### src/rtl/alu_issue_ctrl_if.sv
// Request/ALU/response bundle for alu_issue_ctrl. The master modport is the datapath side, the
// slave modport is the issue controller. Optional op_count exists only with ALU_OP_COUNT_EN.
interface alu_issue_ctrl_if #(
    parameter int unsigned WIDTH = 64,
    parameter int unsigned OPC_W = 11
);
    logic             in_valid;
    logic             in_ready;
    logic [1:0]       in_aluop;
    logic [OPC_W-1:0] in_opcode;
    logic [WIDTH-1:0] in_rn_data;
    logic [WIDTH-1:0] in_rm_data;
    logic [WIDTH-1:0] alu_a;
    logic [WIDTH-1:0] alu_b;
    logic [3:0]       alu_control;
    logic [WIDTH-1:0] alu_result;
    logic             alu_zero;
    logic             out_valid;
    logic             out_ready;
    logic [WIDTH-1:0] out_result;
    logic             out_zero;
    logic             out_branch_taken;
    logic             out_illegal;
`ifdef ALU_OP_COUNT_EN
    logic [31:0]      op_count;
`endif

    modport master (
`ifdef ALU_OP_COUNT_EN
        input  op_count,
`endif
        output in_valid, in_aluop, in_opcode, in_rn_data, in_rm_data,
        output alu_result, alu_zero, out_ready,
        input  in_ready, alu_a, alu_b, alu_control,
        input  out_valid, out_result, out_zero, out_branch_taken, out_illegal
    );

    modport slave (
`ifdef ALU_OP_COUNT_EN
        output op_count,
`endif
        input  in_valid, in_aluop, in_opcode, in_rn_data, in_rm_data,
        input  alu_result, alu_zero, out_ready,
        output in_ready, alu_a, alu_b, alu_control,
        output out_valid, out_result, out_zero, out_branch_taken, out_illegal
    );
endinterface

### src/rtl/alu_issue_ctrl.sv
// ALU issue controller: decodes ALUOp/opcode, registers ALU operands, captures the ALU result and
// returns it over valid/ready. Define ALU_OP_COUNT_EN to add a saturating legal-op counter.
module alu_issue_ctrl #(
    parameter int unsigned WIDTH = 64,
    parameter int unsigned OPC_W = 11
) (
    input logic           clock,
    input logic           reset_n,
    alu_issue_ctrl_if.slave bus
);
    typedef enum logic [1:0] {StIdle, StIssue, StHold} state_e;
    typedef enum logic [1:0] {KindAlu, KindCbz, KindIllegal} kind_e;

    localparam logic [OPC_W-1:0] OpcAdd = OPC_W'(11'b10001011000);
    localparam logic [OPC_W-1:0] OpcSub = OPC_W'(11'b11001011000);
    localparam logic [OPC_W-1:0] OpcAnd = OPC_W'(11'b10001010000);
    localparam logic [OPC_W-1:0] OpcOrr = OPC_W'(11'b10101010000);

    state_e           r_state, w_state_next;
    kind_e            r_kind, w_kind;
    logic             w_in_ready, w_accept, w_capture;
    logic [3:0]       w_ctrl;
    logic [WIDTH-1:0] w_a, w_b;
    logic [WIDTH-1:0] r_alu_a, r_alu_b, r_out_result;
    logic [3:0]       r_alu_control;
    logic             r_out_zero, r_out_branch_taken, r_out_illegal;

    always_comb begin
        w_kind = KindAlu;
        w_ctrl = 4'b0010;
        w_a    = bus.in_rn_data;
        w_b    = bus.in_rm_data;
        case (bus.in_aluop)
            2'b00: w_ctrl = 4'b0010;
            2'b01: begin
                w_kind = KindCbz;
                w_a    = '0;
            end
            2'b10: begin
                case (bus.in_opcode)
                    OpcAdd:  w_ctrl = 4'b0010;
                    OpcSub:  w_ctrl = 4'b0110;
                    OpcAnd:  w_ctrl = 4'b0000;
                    OpcOrr:  w_ctrl = 4'b0001;
                    default: w_kind = KindIllegal;
                endcase
            end
            default: w_kind = KindIllegal;
        endcase
    end

    always_comb begin
        w_state_next = r_state;
        w_in_ready   = 1'b0;
        case (r_state)
            StIdle: begin
                w_in_ready = 1'b1;
                if (bus.in_valid) w_state_next = StIssue;
            end
            StIssue: w_state_next = StHold;
            StHold: begin
                // Accepting in the same cycle as the response handshake gives 2 cycles/op
                if (bus.out_ready) begin
                    w_in_ready   = 1'b1;
                    w_state_next = bus.in_valid ? StIssue : StIdle;
                end
            end
            default: w_state_next = StIdle;
        endcase
    end

    assign w_accept  = bus.in_valid & w_in_ready;
    assign w_capture = (r_state == StIssue);

    always_ff @(posedge clock or negedge reset_n) begin
        if (!reset_n) begin
            r_state <= StIdle;
        end else begin
            r_state <= w_state_next;
        end
    end

    always_ff @(posedge clock or negedge reset_n) begin
        if (!reset_n) begin
            r_kind             <= KindAlu;
            r_alu_a            <= '0;
            r_alu_b            <= '0;
            r_alu_control      <= 4'b0000;
            r_out_result       <= '0;
            r_out_zero         <= 1'b0;
            r_out_branch_taken <= 1'b0;
            r_out_illegal      <= 1'b0;
        end else begin
            if (w_accept) begin
                r_kind <= w_kind;
                // Illegal requests leave the ALU inputs untouched
                if (w_kind != KindIllegal) begin
                    r_alu_a       <= w_a;
                    r_alu_b       <= w_b;
                    r_alu_control <= w_ctrl;
                end
            end
            if (w_capture) begin
                if (r_kind == KindIllegal) begin
                    r_out_result       <= '0;
                    r_out_zero         <= 1'b0;
                    r_out_branch_taken <= 1'b0;
                    r_out_illegal      <= 1'b1;
                end else begin
                    r_out_result       <= bus.alu_result;
                    r_out_zero         <= bus.alu_zero;
                    r_out_branch_taken <= (r_kind == KindCbz) & bus.alu_zero;
                    r_out_illegal      <= 1'b0;
                end
            end
        end
    end

`ifdef ALU_OP_COUNT_EN
    logic [31:0] r_op_count;

    always_ff @(posedge clock or negedge reset_n) begin
        if (!reset_n) begin
            r_op_count <= '0;
        end else if ((r_state == StHold) && bus.out_ready && !r_out_illegal
                     && (r_op_count != 32'hFFFF_FFFF)) begin
            r_op_count <= r_op_count + 32'd1;
        end
    end

    assign bus.op_count = r_op_count;
`endif

    assign bus.in_ready         = w_in_ready;
    assign bus.out_valid        = (r_state == StHold);
    assign bus.alu_a            = r_alu_a;
    assign bus.alu_b            = r_alu_b;
    assign bus.alu_control      = r_alu_control;
    assign bus.out_result       = r_out_result;
    assign bus.out_zero         = r_out_zero;
    assign bus.out_branch_taken = r_out_branch_taken;
    assign bus.out_illegal      = r_out_illegal;
endmodule

### src/flat_wrapper.sv
// flat-port wrapper written by rule: the top's interface ports become plain ports
module alu_issue_ctrl_flat 
#(
    parameter int unsigned WIDTH = 64,
    parameter int unsigned OPC_W = 11
)
  (clock, reset_n, bus_in_valid, bus_in_aluop, bus_in_opcode, bus_in_rn_data, bus_in_rm_data, bus_alu_result, bus_alu_zero, bus_out_ready, bus_in_ready, bus_alu_a, bus_alu_b, bus_alu_control, bus_out_valid, bus_out_result, bus_out_zero, bus_out_branch_taken, bus_out_illegal);
  alu_issue_ctrl_if #(.WIDTH(WIDTH), .OPC_W(OPC_W)) bus_i ();
  input logic clock;
  input logic reset_n;
  input wire logic [$bits(bus_i.in_valid)-1:0] bus_in_valid;
  input wire logic [$bits(bus_i.in_aluop)-1:0] bus_in_aluop;
  input wire logic [$bits(bus_i.in_opcode)-1:0] bus_in_opcode;
  input wire logic [$bits(bus_i.in_rn_data)-1:0] bus_in_rn_data;
  input wire logic [$bits(bus_i.in_rm_data)-1:0] bus_in_rm_data;
  input wire logic [$bits(bus_i.alu_result)-1:0] bus_alu_result;
  input wire logic [$bits(bus_i.alu_zero)-1:0] bus_alu_zero;
  input wire logic [$bits(bus_i.out_ready)-1:0] bus_out_ready;
  output wire logic [$bits(bus_i.in_ready)-1:0] bus_in_ready;
  output wire logic [$bits(bus_i.alu_a)-1:0] bus_alu_a;
  output wire logic [$bits(bus_i.alu_b)-1:0] bus_alu_b;
  output wire logic [$bits(bus_i.alu_control)-1:0] bus_alu_control;
  output wire logic [$bits(bus_i.out_valid)-1:0] bus_out_valid;
  output wire logic [$bits(bus_i.out_result)-1:0] bus_out_result;
  output wire logic [$bits(bus_i.out_zero)-1:0] bus_out_zero;
  output wire logic [$bits(bus_i.out_branch_taken)-1:0] bus_out_branch_taken;
  output wire logic [$bits(bus_i.out_illegal)-1:0] bus_out_illegal;
  assign bus_i.in_valid = bus_in_valid;
  assign bus_i.in_aluop = bus_in_aluop;
  assign bus_i.in_opcode = bus_in_opcode;
  assign bus_i.in_rn_data = bus_in_rn_data;
  assign bus_i.in_rm_data = bus_in_rm_data;
  assign bus_i.alu_result = bus_alu_result;
  assign bus_i.alu_zero = bus_alu_zero;
  assign bus_i.out_ready = bus_out_ready;
  assign bus_in_ready = bus_i.in_ready;
  assign bus_alu_a = bus_i.alu_a;
  assign bus_alu_b = bus_i.alu_b;
  assign bus_alu_control = bus_i.alu_control;
  assign bus_out_valid = bus_i.out_valid;
  assign bus_out_result = bus_i.out_result;
  assign bus_out_zero = bus_i.out_zero;
  assign bus_out_branch_taken = bus_i.out_branch_taken;
  assign bus_out_illegal = bus_i.out_illegal;
  alu_issue_ctrl #(.WIDTH(WIDTH), .OPC_W(OPC_W)) u_core (.clock(clock), .reset_n(reset_n), .bus(bus_i));
endmodule
### config.mk
export PLATFORM = sky130hd
export DESIGN_NAME = alu_issue_ctrl_flat
export DESIGN_NICKNAME = d
export VERILOG_FILES = /design/src/rtl/alu_issue_ctrl_if.sv /design/src/rtl/alu_issue_ctrl.sv /design/src/flat_wrapper.sv
export SDC_FILE = /design/constraint.sdc
export NUM_CORES = 1
export LEC_CHECK = 0
export ABC_AREA = 1
export CORE_AREA = 2 2 158 160
export DETAILED_ROUTE_END_ITERATION = 6
export DIE_AREA = 0 0 160 162
export GPL_ROUTABILITY_DRIVEN = 1
export PLACE_DENSITY = 0.7
export SKIP_CTS_REPAIR_TIMING = 1
export SYNTH_ARGS = -nofsm -noshare
export SYNTH_HDL_FRONTEND = slang
export SYNTH_SLANG_ARGS = --single-unit
### constraint.sdc
create_clock -name clock -period 4.1 [get_ports clock]
set_input_delay 0.41 -clock clock [delete_from_list [all_inputs] [get_ports clock]]
set_output_delay 0.41 -clock clock [all_outputs]
set_load 0.01 [all_outputs]
==> summary.txt, run 1 <==
Placement
  • DP Wirelength: around 20000 um
  • Place WS: around 1.2 ns
  • Buffers on Ports: between 400 and 500
  • Global placer's final weighted congestion: between 0.8 and 0.9

Finish
  • Share of cells above drive strength 1: 0.0531
  • Count of nets after finishing: between 1000 and 1500
  • Area Overhead vs Synth: 60.3%

Global routing
  • First-pass GRT wire length: between 40000 and 50000 um
  • Combined global-route utilization of all metal layers: 0.218
  • Via count of the first global-routing pass: between 7000 and 8000
  • Largest net degree at the start of global routing: between 100 and 150
  • Overflow left after global routing: 0
  • Number of antenna violations at the first check in global routing: 1

Power
  • Static leakage power: between 6 and 7 nW
  • Pwr dens: slightly below 600 nW/um^2
  • Total power draw: 7.78 mW
  • Peak supply drop: just over 0.0003 V

CTS
  • CTS tree: done
  • Clock Latency Late Sink: 0.50 ns
  • Clock tree root buffer cell: sky130_fd_sc_hd__clkbuf_16
  • Clock slew at the register clock pins of the worst setup and hold paths: approximately 0.06 ns
  • Max Buffers Root-to-Sink: 3
  • H-tree levels: 1
  • Number of clock sinks: 202
  • Num CTS Buffers: 23

Yosys
  • Count of warnings emitted by yosys: 0
  • Post-synth EDFFs: 0
  • Largest cells by area after synthesis: sky130_fd_sc_hd__dfrtp_1, sky130_fd_sc_hd__nand2_1, sky130_fd_sc_hd__nand4_1
  • Fraction of synthesized cell area taken by the top area cell type: 0.608
  • Most common cell in the synthesized netlist: sky130_fd_sc_hd__nand2_1
  • Cell types with the highest counts after synthesis: sky130_fd_sc_hd__nand2_1, sky130_fd_sc_hd__dfrtp_1, sky130_fd_sc_hd__nand4_1
  • Synth unique cells: 20
  • Total nets after synthesis: 1065
  • Cell area after synthesis: around 8300 sq um
  • Share of synthesized area occupied by flip-flops and latches: 0.608
  • Number of register bits inferred by synthesis: about 200
  • Mean Syn Cell Area: between 9 and 10 sq um
  • Share of flip-flops with an asynchronous set or reset: 1.00
  • Post-synthesis cell type with the largest combined area: sky130_fd_sc_hd__dfrtp_1
  • Gate count after technology mapping: ~860
  • Top_reg_cell synth: sky130_fd_sc_hd__dfrtp_1

Die
  • I/O Pins: between 400 and 500
  • Height of the die: 162 um
  • Chip Width: about 160 um
  • Starting Density: 0.345
  • Die ar.: 25900 sq um
  • Core area: ~24000 sq um
  • Site Rows: 57

Outcome
  • Result of the run: finished, violations left
  • Failing checks: negative hold slack

Critical path
  • Flop-to-flop setup slack: between 1.5 and 2 ns
  • Most used cell, CP: sky130_fd_sc_hd__nand2_1
  • Slowest CP cell: sky130_fd_sc_hd__buf_4
  • Capturing element type of the critical path: register
  • Data arrival time of the critical path: approximately 2.9 ns
  • Critical setup path kind: reg2reg
  • Peak fanout along the critical path: between 80 and 90
  • Series of cell instances along the critical path: inv_2 -> nor2_1 -> nor2_2 -> nand2_1 -> clkinv_2 -> nand3_4 -> buf_4 -> nand2_1 -> nand2_1
  • CP max stage delay: about 0.69 ns
  • Critical path startpoint category: register
  • Crit path required time: 4.54 ns

STA
  • Final clock skew: approximately 0.012 ns
  • Clock period minus final worst setup slack: roughly 2.4 ns
  • Post-route worst setup slack: 1.68 ns
  • Worst-margin pin slew: 0.898 ns
  • Slew Viols, Final: 0
  • Final hold violations: 19
  • Setup tns final: 0 ns
  • # setup viols final: 0
  • Setup repair after global routing missed its margin: false
  • Worst hold margin: -0.0502 ns
  • Relative slew slack: 0.402
  • Max frequency: approximately 410 MHz
  • Final worst path period share: 0.589

Route
  • Final routed wire length divided by cell count: roughly 19 um
  • Total wirelength of the detailed-routed design: about 29000 um
  • DRC violation total after the first TritonRoute iteration: between 400 and 500
  • Final ANT Viol Nets: 0
  • Pre-Repair DR Iteration Count: 5
  • Average vias per placed instance: between 4 and 5
  • DR DRC count: 0
  • Via count of the routed design: a little under 8000

Flow run
  • Number of violations of the max-capacitance limit: 0

Hold path
  • Worst min path class: in2async
[cell type report]
cell class | count | area (sq um)
inverters | 46 | 174
flip-flops and latches | 202 | 5050
clock inverters | 8 | 75.1
fillers | 2170 | 10800
repair buffers | 420 | 4210
multi-input cells | 534 | 2740
clock buffers | 32 | 669
diodes | 1 | 2.50
well taps | 324 | 405
[worst max-delay path, delay by kind of cell (launching register included)]
family	cells	cell delay, ns
buffers and inverters	3	1.18
DFF	1	0.33
and+or+nand+nor	6	0.76
[power by group]
group / internal (mW) / switching (mW)
combinational: 1.57 / 1.23
clock: 1.20 / 0.802
sequential: 2.61 / 0.359
[routing by layer]
layer / wire length [um] / vias to the layer above / track usage / part of all wire
li1: - / 3629 / - / -
met1: 11400 / 3773 / 0.269 / 0.39
met2: 13900 / 357 / 0.359 / 0.48
met3: 2820 / 53 / 0.0733 / 0.097
met4: 913 / 0 / 0.0733 / 0.031
met5: 0 / - / 0 / 0
[worst paths after layout]
check / start / endpoint / depth (start not counted)
worst max-delay path: u_core.r_state[1] / u_core.bus.alu_b[42] / 9
min in group clock: u_core.bus.alu_a[17] / u_core.bus.alu_a[17] / 2
max in group asynchronous: reset_n / u_core.bus.out_result[16] / 2
worst min register to register: u_core.bus.alu_a[17] / u_core.bus.alu_a[17] / 2
worst min-delay path: reset_n / u_core.bus.alu_a[43] / 1
worst max register to register: u_core.r_state[1] / u_core.bus.alu_b[42] / 9
[layout by cell type (no fill, tap or decap)]
| cell type | synthesis | final |
|---|---|---|
| sky130_fd_sc_hd__inv_2 | 6 | 5 |
| sky130_fd_sc_hd__clkbuf_1 | 26 | 3 |
| sky130_fd_sc_hd__or2_2 | 1 | 1 |
| sky130_fd_sc_hd__nand4_1 | 132 | 132 |
| sky130_fd_sc_hd__diode_2 | 0 | 1 |
| sky130_fd_sc_hd__nand2_4 | 0 | 1 |
| sky130_fd_sc_hd__nand3_1 | 4 | 4 |
| sky130_fd_sc_hd__inv_1 | 40 | 40 |
| sky130_fd_sc_hd__nand2_2 | 0 | 1 |
| sky130_fd_sc_hd__clkbuf_8 | 0 | 7 |
| sky130_fd_sc_hd__dfrtp_1 | 202 | 202 |
| sky130_fd_sc_hd__nand2_1 | 281 | 279 |
| sky130_fd_sc_hd__and2_1 | 1 | 1 |
| sky130_fd_sc_hd__bufinv_16 | 0 | 1 |
| sky130_fd_sc_hd__a21oi_4 | 0 | 1 |
| sky130_fd_sc_hd__buf_12 | 0 | 2 |
| sky130_fd_sc_hd__clkdlybuf4s50_1 | 0 | 408 |
| sky130_fd_sc_hd__nand3_4 | 0 | 2 |
| sky130_fd_sc_hd__nor2_2 | 4 | 5 |
| sky130_fd_sc_hd__buf_4 | 4 | 9 |
| sky130_fd_sc_hd__a21oi_1 | 3 | 2 |
| sky130_fd_sc_hd__clkinvlp_4 | 0 | 4 |
| sky130_fd_sc_hd__o41ai_1 | 1 | 1 |
| sky130_fd_sc_hd__nor2_1 | 40 | 39 |
| sky130_fd_sc_hd__clkinv_2 | 0 | 4 |
| sky130_fd_sc_hd__conb_1 | 1 | 1 |
| sky130_fd_sc_hd__clkbuf_16 | 0 | 23 |
| sky130_fd_sc_hd__a22o_1 | 64 | 64 |
[logic make-up (layout without fill, tap and decap cells)]
group,Yosys count,count (layout),share of synthesized area
compound gates,68,68,0.0703
other cells,1,2,0.000451
flops,202,202,0.608
buf+inv,119,506,0.0674
simple gates,465,465,0.254
[through the flow]
stage | cell area, sq um | util | cells
2_1_floorplan | 8310 | - | 855
3_3_place_gp | 12600 | 0.522 | 1526
3_5_place_dp | 12600 | 0.522 | 1526
4_1_cts | 13300 | 0.553 | 1566
5_1_grt | 13300 | 0.553 | 1567
6_report | 13300 | 0.553 | 1567
[registers in the layout, summed over array words and instances (netlist names)]
name                         cells
u_core.bus.alu_b                64
u_core.r_state                   2
u_core.r_kind                    2
u_core.bus.out_zero              1
u_core.bus.out_result           64
u_core.bus.alu_a                64
u_core.bus.out_illegal           1
u_core.bus.alu_control           3
u_core.bus.out_branch_taken      1
Note: power is estimated with default switching activity, not from simulation.
==> run 2, diff against run 1 <==
--- a/config.mk
+++ b/config.mk
@@ -6,11 +6,11 @@
 export NUM_CORES = 1
 export LEC_CHECK = 0
 export ABC_AREA = 1
-export CORE_AREA = 2 2 158 160
+export CORE_AREA = 2 2 159 161
 export DETAILED_ROUTE_END_ITERATION = 6
-export DIE_AREA = 0 0 160 162
+export DIE_AREA = 0 0 161 163
 export GPL_ROUTABILITY_DRIVEN = 1
-export PLACE_DENSITY = 0.7
+export PLACE_DENSITY = 0.69
 export SKIP_CTS_REPAIR_TIMING = 1
 export SYNTH_ARGS = -nofsm -noshare
 export SYNTH_HDL_FRONTEND = slang
==> constraint.sdc (replaced) <==
create_clock -name clock -period 2.4 [get_ports clock]
set_input_delay 0.24 -clock clock [delete_from_list [all_inputs] [get_ports clock]]
set_output_delay 0.24 -clock clock [all_outputs]
set_load 0.01 [all_outputs]
==> summary.txt, run 2 (synthesis results as in run 1) <==
Route
  • DR DRC count: 0 (unchanged)
  • Final ANT Viol Nets: 0 (unchanged)
  • Average vias per placed instance: 4.89 (was 4.99)
  • DRC violation total after the first TritonRoute iteration: 507 (was 493)
  • Via count of the routed design: 7787 (was 7812)
  • Total wirelength of the detailed-routed design: 29600 um (was 29100 um)
  • Pre-Repair DR Iteration Count: 5 (unchanged)
  • Final routed wire length divided by cell count: 18.6 um (about the same)

STA
  • Slew Viols, Final: 0 (unchanged)
  • Setup tns final: 0 ns (unchanged)
  • Final hold violations: 0 (was 19)
  • # setup viols final: 0 (unchanged)
  • Worst-margin pin slew: 0.621 ns (was 0.898 ns)
  • Final worst path period share: 0.850
  • Clock period minus final worst setup slack: just over 2 ns
  • Post-route worst setup slack: 0.360 ns (was 1.68 ns)
  • Max frequency: ~490 MHz
  • Setup repair after global routing missed its margin: false (unchanged)
  • Relative slew slack: 0.586 (was 0.402)
  • Final clock skew: 0.00834 ns (was 0.0121 ns)

CTS
  • Number of clock sinks: 202 (unchanged)
  • Clock tree root buffer cell: sky130_fd_sc_hd__clkbuf_16 (unchanged)
  • Clock Latency Late Sink: 0.51 ns (was 0.50 ns)
  • Clock slew at the register clock pins of the worst setup and hold paths: 0.06 ns (about the same)
  • CTS tree: done (unchanged)
  • Num CTS Buffers: 24 (was 23)
  • Max Buffers Root-to-Sink: 3 (unchanged)
  • H-tree levels: 1 (unchanged)

Hold path
  • Origin of the worst min-delay path: bus_in_rn_data[50]
  • Hold path endpoint: u_core.bus.alu_a[50]
  • Worst min path class: in2reg (was in2async)
  • Cells on Worst Hold Path: 3

Finish
  • Share of cells above drive strength 1: 0.0643 (was 0.0531)
  • Most common cell after layout, fill and taps aside: sky130_fd_sc_hd__clkdlybuf4s50_1 (unchanged)
  • Area of combinational cells with multiple inputs: 2740 sq um (unchanged)
  • Storage element area: 5050 sq um (unchanged)
  • Count of nets after finishing: 1456 (was 1437)
  • Number of inserted filler cells in the final layout: 2185 (was 2170)
  • Most used cells in the layout excluding fill and tap cells: sky130_fd_sc_hd__clkdlybuf4s50_1, sky130_fd_sc_hd__nand2_1, sky130_fd_sc_hd__dfrtp_1, sky130_fd_sc_hd__nand4_1, sky130_fd_sc_hd__a22o_1 (unchanged)
  • Area Overhead vs Synth: 63.4% (was 60.3%)

Critical path
  • Critical setup path kind: reg2out (was reg2reg)
  • R2r startpoint: u_core.r_state[1] (unchanged)
  • FF-to-FF path depth: 8 (was 9)
  • Capturing element type of the critical path: output port (was register)
  • Peak fanout along the critical path: 4 (was 83)
  • Flop-to-flop setup slack: 0.70 ns (was 1.68 ns)
  • Critical path startpoint category: register (unchanged)
  • Crit Reg-Reg Endpoint: u_core.bus.alu_a[15] (was u_core.bus.alu_b[42])
  • Crit path required time: 2.16 ns (was 4.54 ns)
  • Data arrival time of the critical path: 1.80 ns (was 2.85 ns)

Global routing
  • Largest net degree at the start of global routing: 87 (was 131)
  • Number of antenna violations at the first check in global routing: 1 (unchanged)
  • Overflow left after global routing: 0 (unchanged)
  • Via count of the first global-routing pass: 7776 (was 7754)
  • Combined global-route utilization of all metal layers: 0.217 (was 0.218)
  • First-pass GRT wire length: 44700 um (was 44900 um)

Power
  • Pwr dens: 986 nW/um^2 (was 584 nW/um^2)
  • Total power draw: 13.4 mW (was 7.78 mW)
  • Static leakage power: 6.40 nW (was 6.25 nW)
  • Peak supply drop: 0.000548 V (was 0.000302 V)

Die
  • I/O Pins: 411 (unchanged)
  • Die ar.: 26200 sq um (was 25900 sq um)
  • Height of the die: 163 um (was 162 um)
  • Core area: 24700 sq um (was 24100 sq um)
  • Starting Density: 0.337 (was 0.345)
  • Site Rows: 58 (was 57)
  • Chip Width: 161 um (was 160 um)

Flow run
  • Number of violations of the max-capacitance limit: 0 (unchanged)

Placement
  • Place WS: 0.362 ns (was 1.18 ns)
  • DP Wirelength: 20900 um (was 20100 um)
  • Global placer's final weighted congestion: 0.816 (was 0.803)
  • Buffers on Ports: 409 (unchanged)

Outcome
  • Result of the run: finished clean (was finished, violations left)
[run 2: cell types whose count changed in the layout (fill, tap and decap cells not counted), sizes merged]
cell,before,now
clkinvlp,4,0
dlygate4sd3,0,1
clkbuf,33,37
buf,11,28
clkinv,4,5
bufinv,1,0
[run 2: area by class of cell]
class,instances,share of cell area
clock inverters,4,0.00147
flip-flops and latches,202,0.372
clock buffers,36,0.0535
diodes,1,0.000184
well taps,330,0.0304
multi-input cells,534,0.201
repair buffers,438,0.328
inverters,46,0.0128
[run 2: stage by stage]
step	instances	instance area (sq um)	utilization	hold WS, ns
detailed placement	1549	12800	0.520	0.313
CTS	1589	13600	0.550	-0.237
floorplan	855	8310	-	-0.0556
global placement	1549	12800	0.520	0.310
global route	1591	13600	0.550	0.274
finish	1591	13600	0.550	0.292
[run 2: layer usage]
layer / share of wire / global-route usage / vias to the layer above / routed length, um
met5: 0 / 0 / - / 0
met4: 0.026 / 0.0682 / 0 / 758
met3: 0.096 / 0.0746 / 49 / 2840
met2: 0.47 / 0.360 / 342 / 13900
met1: 0.41 / 0.267 / 3724 / 12100
li1: - / - / 3672 / -
[run 2: worst max-delay path by stage]
stage                     cells past startpoint  slack [ns]         startpoint                   to
final                                         4        0.36  u_core.r_state[1]         bus_in_ready
after global routing                          4        0.26  u_core.r_state[1]         bus_in_ready
after CTS                                     4        0.31  u_core.r_state[1]         bus_in_ready
after detailed placement                      8        0.36    bus_in_aluop[1]  u_core.bus.alu_a[9]
after global placement                        8        0.39      bus_out_ready  u_core.bus.alu_a[8]
after floorplan                              10        0.92  u_core.r_state[1]  u_core.bus.alu_a[0]
[run 2: power by group]
part	switching, mW	leakage (nW)	total (mW)	internal [mW]
clock	1.38	0.373	3.45	2.07
sequential	0.611	2.55	5.08	4.47
combinational	2.12	3.47	4.86	2.74
[run 2: critical path, cell delays in order, from the launching register on]
cell and delay [ns]:
sky130_fd_sc_hd__dfrtp_1 0.37, sky130_fd_sc_hd__inv_2 0.08, sky130_fd_sc_hd__nor2_1 0.05, sky130_fd_sc_hd__nor2_2 0.16
sky130_fd_sc_hd__clkdlybuf4s50_1 0.64
